`config.mk`:
```
export PLATFORM = sky130hd
export DESIGN_NAME = alu_ctrl
export DESIGN_NICKNAME = d
export VERILOG_FILES = /design/src/rtl/alu_ctrl.sv
export SDC_FILE = /design/constraint.sdc
export NUM_CORES = 1
export LEC_CHECK = 0
export CORE_MARGIN = 4
export CORE_UTILIZATION = 45
export CTS_CLUSTER_DIAMETER = 40
export CTS_CLUSTER_SIZE = 28
export DETAILED_ROUTE_END_ITERATION = 6
export DONT_BUFFER_PORTS = 1
export PLACE_DENSITY = 0.59
export SLEW_MARGIN = 25
export SYNTH_ARGS = -nofsm -noshare
export SYNTH_HDL_FRONTEND = slang
export SYNTH_SLANG_ARGS = --single-unit
```
`constraint.sdc`:
```
create_clock -name clk -period 2.05 [get_ports clk]
set_input_delay 0.41 -clock clk [delete_from_list [all_inputs] [get_ports clk]]
set_output_delay 0.41 -clock clk [all_outputs]
set_load 0.005 [all_outputs]
```
`src/rtl/alu_ctrl.sv`:
```
// Command/result sequencer around an external combinational 4-bit ALU.
// Optional feature: define ALU_CTRL_CHAIN_EN to feed the previous result back as operand A.
module alu_ctrl (
    input  logic       clk,
    input  logic       rst,
    input  logic       in_valid,
    output logic       in_ready,
    input  logic [3:0] in_a,
    input  logic [3:0] in_b,
    input  logic [3:0] in_sel,
    input  logic       in_chain,
    output logic [3:0] alu_a,
    output logic [3:0] alu_b,
    output logic [3:0] alu_sel,
    input  logic       alu_c,
    input  logic [3:0] alu_out1,
    input  logic [3:0] alu_out2,
    output logic       res_valid,
    input  logic       res_ready,
    output logic [3:0] res_out1,
    output logic [3:0] res_out2,
    output logic       res_c,
    output logic       res_err,
    output logic       busy,
    output logic [7:0] op_count
);

    typedef enum logic [1:0] {IDLE, EXEC, DONE} state_t;

    state_t     state;
    logic       accept;
    logic       div_zero;
    logic [3:0] next_a;

    assign in_ready = (state == IDLE) || ((state == DONE) && res_ready);
    assign accept   = in_valid && in_ready;
    assign busy     = (state != IDLE);
    assign div_zero = (alu_sel == 4'b0011) && (alu_b == '0);

`ifdef ALU_CTRL_CHAIN_EN
    logic [3:0] chain;

    assign next_a = in_chain ? chain : in_a;

    // Chain value is the result being handed over; a same-edge accept still sees the old one.
    always_ff @(posedge clk) begin
        if (rst)
            chain <= '0;
        else if ((state == DONE) && res_ready)
            chain <= res_out1;
    end
`else
    logic unused_chain;

    assign unused_chain = in_chain;
    assign next_a       = in_a;
`endif

    always_ff @(posedge clk) begin
        if (rst) begin
            state     <= IDLE;
            res_valid <= 1'b0;
            res_out1  <= '0;
            res_out2  <= '0;
            res_c     <= 1'b0;
            res_err   <= 1'b0;
            alu_a     <= '0;
            alu_b     <= '0;
            alu_sel   <= '0;
            op_count  <= '0;
        end else begin
            if (accept) begin
                alu_a   <= next_a;
                alu_b   <= in_b;
                alu_sel <= in_sel;
            end
            case (state)
                IDLE: begin
                    if (accept)
                        state <= EXEC;
                end
                EXEC: begin
                    if (div_zero) begin
                        res_out1 <= '1;
                        res_out2 <= alu_a;
                        res_c    <= 1'b0;
                        res_err  <= 1'b1;
                    end else begin
                        res_out1 <= alu_out1;
                        res_out2 <= alu_out2;
                        res_c    <= alu_c;
                        res_err  <= 1'b0;
                    end
                    res_valid <= 1'b1;
                    state     <= DONE;
                end
                DONE: begin
                    if (res_ready) begin
                        res_valid <= 1'b0;
                        op_count  <= op_count + 8'd1;
                        state     <= in_valid ? EXEC : IDLE;
                    end
                end
                default: state <= IDLE;
            endcase
        end
    end

endmodule

```
## After elaboration in Yosys (flattened, before gate mapping)

Index checks and enable logic that the tools add are counted.

- Output and inout bits: 33
- Bits of input ports: 26
- Logic and storage cells: 37
- Memories kept: 0
- RAM bits: 0
- Flip-flop bits (word level): 33
- Bits in read-only memories: 0
- Latch bits: 0

- Magnitude comparators: 0
- Div/mod/pow operators: 0
- Shifts and indexed selects: 0
- Multiply operators: 0
- Multiplexer cells: 10
- Equality and inequality tests: 5
- $add $sub $neg: 1
- Reductions and logical operators: 11
- Bitwise operators: 0

Operators by type and width:

| kind | number |
|---|---|
| 8-bit by 1-bit adder with 8-bit output (second input constant) | 1 |
| 4-bit two-way mux | 2 |
| 2-bit case mux with 3 select lines | 1 |
| 2-bit AND reduction | 3 |
| 4-bit by 2-bit == test with 1-bit output (second input constant) | 1 |
| 4-bit logical NOT | 1 |
| 1-bit two-way mux | 4 |
| 2-bit two-way mux | 2 |
| 2-bit != test (second input constant) | 2 |
| 2-bit nonzero test | 2 |
| 1-bit logical AND | 3 |
| 2-bit by 1-bit == test with 1-bit output (second input constant) | 1 |
| 2-bit == test (second input constant) | 1 |
| 2-bit logical NOT | 1 |
| 1-bit case mux with 2 select lines | 1 |
| 1-bit logical OR | 1 |

## Longest topological paths before layout

- Word-level depth: 6
- Depth in mapped cells: 5

## Worst setup path before layout

No wires, ideal clock.

- Path kind: reg-to-reg
- Start point: reg alu_b[1]
- End point: reg res_out1[0]
- Buffers on the path: 2
- Cell stages (with the launch flop): 6
- Clock period less this slack: 1.565 ns
- Data arrival time: 1.480 ns
- Setup slack: 0.485 ns
- Cell sequence: dfxtp_1 > or4_1 > buf_2 > or2_1 > buf_6 > a211oi_1

- Word-level cells in the longest chain between the ends: 3

Ends and longest elaborated chain:

| element | RTL line | source |
|---|---|---|
| start, declared | 13 | `output logic [3:0] alu_b,` |
| start signal, assigned | 74 | `alu_b <= in_b;` |
| 4-bit logical NOT | 38 | `assign div_zero = (alu_sel == 4'b0011) && (alu_b == '0);` |
| 1-bit logical AND | 38 |  |
| 4-bit two-way mux | 83 | `if (div_zero) begin` |
| end signal, assigned | 89 | `res_out1 <= alu_out1;` |
| end, declared | 20 | `output logic [3:0] res_out1,` |

No other way between the ends.
A chain may end at the register's enable or synchronous reset.

## Final worst setup path

- Start point: reg alu_b[1]
- End point: reg res_out2[2]

- Word-level cells in the longest chain between the ends: 3

Ends and longest elaborated chain:

| element | RTL line | source |
|---|---|---|
| 4-bit logical NOT | 38 |  |
| 1-bit logical AND | 38 |  |
| 4-bit two-way mux | 83 |  |
| end signal, assigned | 85 | `res_out2 <= alu_a;` |
| end signal, assigned | 90 | `res_out2 <= alu_out2;` |
| end, declared | 21 | `output logic [3:0] res_out2,` |

No other way between the ends.

==> qor.yml <==
status: "finished, final reports clean"
synth_area_per_cell_um2: 8.91
path_max_fanout: 8
synth-main-ff-cell: "dfxtp_1"
core_area_um2: 3030
grt_pass1_wl_um: 5090
cts.path.max_buffers: 2
cts-root-buf: "clkbuf_4"
combinationalPowerShare_pct: 8.0
portBuffers: 0
worstPathCellList: "or4_1 > or2_1 > a211oi_1"
cts.sinks: 33
hp-class: "in2reg"
switchingPower_mw: 0.278
critical_path.top_delay_family: "simple AND/OR/NAND/NOR gates"
cts_resized: 0
fmax_mhz: 571
p_leak_nw: 0.500
synth_warnings: 0
dp_hpwl_um: 2180
critPathLaunchType: "register"
synth_area_um2: 1420
synth-async-reset-ratio_pct: 0
drt_first_pass_iters: 4
hold_violations: 0
fin_ws_ps: 298
cts_buffers: 5
dieArea_um2: 4110
ys_seq_elements: 33
fin_skew_ps: 6.02
wire_per_inst_um: 15.4
drv_cap: 0
overflow: 0
rows: 20
postCtsHoldBufs: 0
pwr-share-clk_pct: 31.3
fin_nets: 182
post_route_cells_drive_above_1_share_pct: 14.8
p_per_area_nw_per_um2: 780
pin_count: 59
switching_share_pct: 24.1
worstPathRequired_ps: 2290
fin_setup_tns_ps: 0
gp_congestion: 0.746
cp-end-kind: "register"
antenna_found_initial: 0
postSynthCellCount: 159
cts_setup_buffers: 0
synth_nets: 186
max_stage_delay_ps: 680
dp_slack_ps: 316
drt_iter0_drc: 69
yosys.area.top_type: "dfxtp_1"
diodes: 0
path_clk_slew_ps: 90
syn_to_final_growth_pct: 4.51
start_util_pct: 46.8
finalHoldWorstSlack_ps: 143
ir_drop_mv: 0.421
grt_max_degree: 34
drc: 0
setup.worst_path.class: "reg2reg"
cts.htree.levels: 2
drv_slew: 0
fin_crit_ps: 1750
setup_viol: 0
worstSkewPairLatency_ps: 320
p_int_mw: 0.876
grt_usage_pct: 15.8
post_drt_via_cell_ratio: 5.65
cp.arrival_ps: 1990
min_period_over_period_pct: 85.5
sequentialPowerShare_pct: 60.7
ys_types: 33
cts_tree: "done"
ant_nets: 0
finalWirelength_um: 3070
grt_pass1_vias: 1065
yosysSeqAreaShare_pct: 46.6
synth_area_leaders: "dfxtp_1, or3b_2, a21oi_1"
worst_pin_slew_ps: 690
cp.buffers_inverters: 0
rsz0062_at_grt: "no"
die_h_um: 64.1
slowest_stage: "or4_1"
via_count: 1125
slew_headroom_pct: 53.9
synth_edf_count: 0
die_width_um: 64.1
synth_top_area_share_pct: 46.6
## routing by layer
layer	routed length (um)	track usage, %
met1	1330	19.5
met2	1400	23.9
met3	284	6.85
met4	57	7.12
met5	0	0
## through the flow
step                instances  instance area [um2]  util [%]  total power [mW]
floorplan                 159                 1420         -             0.799
detailed placement        192                 1430      47.1             0.811
finish                    199                 1480      48.9              1.15
global placement          192                 1430      47.1             0.805
global route              199                 1480      48.9              1.21
CTS                       199                 1480      48.9              1.17
## sequential cells by signal (all words and copies together) (netlist names)
name and cells:
alu_a 4, alu_b 4, alu_sel 4, op_count 8, res_c 1, res_err 1
res_out1 4, res_out2 4, res_valid 1, state 2
## layout by cell type (no fill, tap or decap)
master     instances
dfxtp_1           33
a21oi_1           21
nor2_1            16
o21ai_0           14
or3b_2            13
a211oi_1           6
nand2_1            5
clkbuf_4           5
or4_1              4
nor4_1             4
o21bai_1           4
or3_1              3
o31ai_1            3
nand2b_1           2
nor2b_1            2
a211oi_2           2
nand3_1            2
or2_2              1
nand3b_1           1
nand4bb_1          1
or2_1              1
o211ai_1           1
nand4_1            1
inv_1              1
nand4b_1           1
xnor2_1            1
mux2i_1            1
xor2_1             1
nor3_1             1
ha_1               1
clkbuf_1           1
clkbuf_8           1
buf_4              1
## kinds of logic after synthesis
group | share of synthesized area, %
AO/OA/AOI/OAI | 21.6
XOR/XNOR | 1.24
adder cells (fa/ha/maj) | 0.883
buffers and inverters | 4.06
flip-flops | 46.6
multiplexers | 0.707
AND/OR/NAND/NOR | 24.9
## Yosys cell counts (2+ instances only)
library cell	count
buf_1	2
o21ai_0	14
a211oi_2	2
nor2b_1	2
o31ai_1	3
nand3_1	2
or3b_2	13
nand2b_1	2
nand2_1	5
or3_1	3
or4_1	4
dfxtp_1	33
a211oi_1	6
clkbuf_1	8
a21oi_1	21
nor4_1	4
o21bai_1	4
nor2_1	16
## power groups by stage
stage | sequential [mW] | clock (mW) | combinational, mW
floorplan | 0.708 | 0 | 0.0908
global placement | 0.716 | 0 | 0.0890
detailed placement | 0.718 | 0 | 0.0931
CTS | 0.703 | 0.375 | 0.0933
global route | 0.707 | 0.400 | 0.105
finish | 0.702 | 0.361 | 0.0924
## cell type report
cell class	count	area, um2
clock buffer	7	55.1
fill	318	1550
inverter	1	3.75
multi-input combinational	113	698
sequential	33	661
tap	44	55.1
timing repair buffer	1	7.51
## path summary, 6_finish.rpt
check | from | endpoint | slack, ps | cells after the start
worst max-delay path | alu_b[1] | res_out2[2] | 300 | 3
worst min-delay path | rst | res_out1[1] | 140 | 1
worst max register to register | alu_b[1] | res_out2[2] | 300 | 3
worst min register to register | res_c | res_c | 470 | 2
Note: power is estimated with default switching activity, not from simulation.
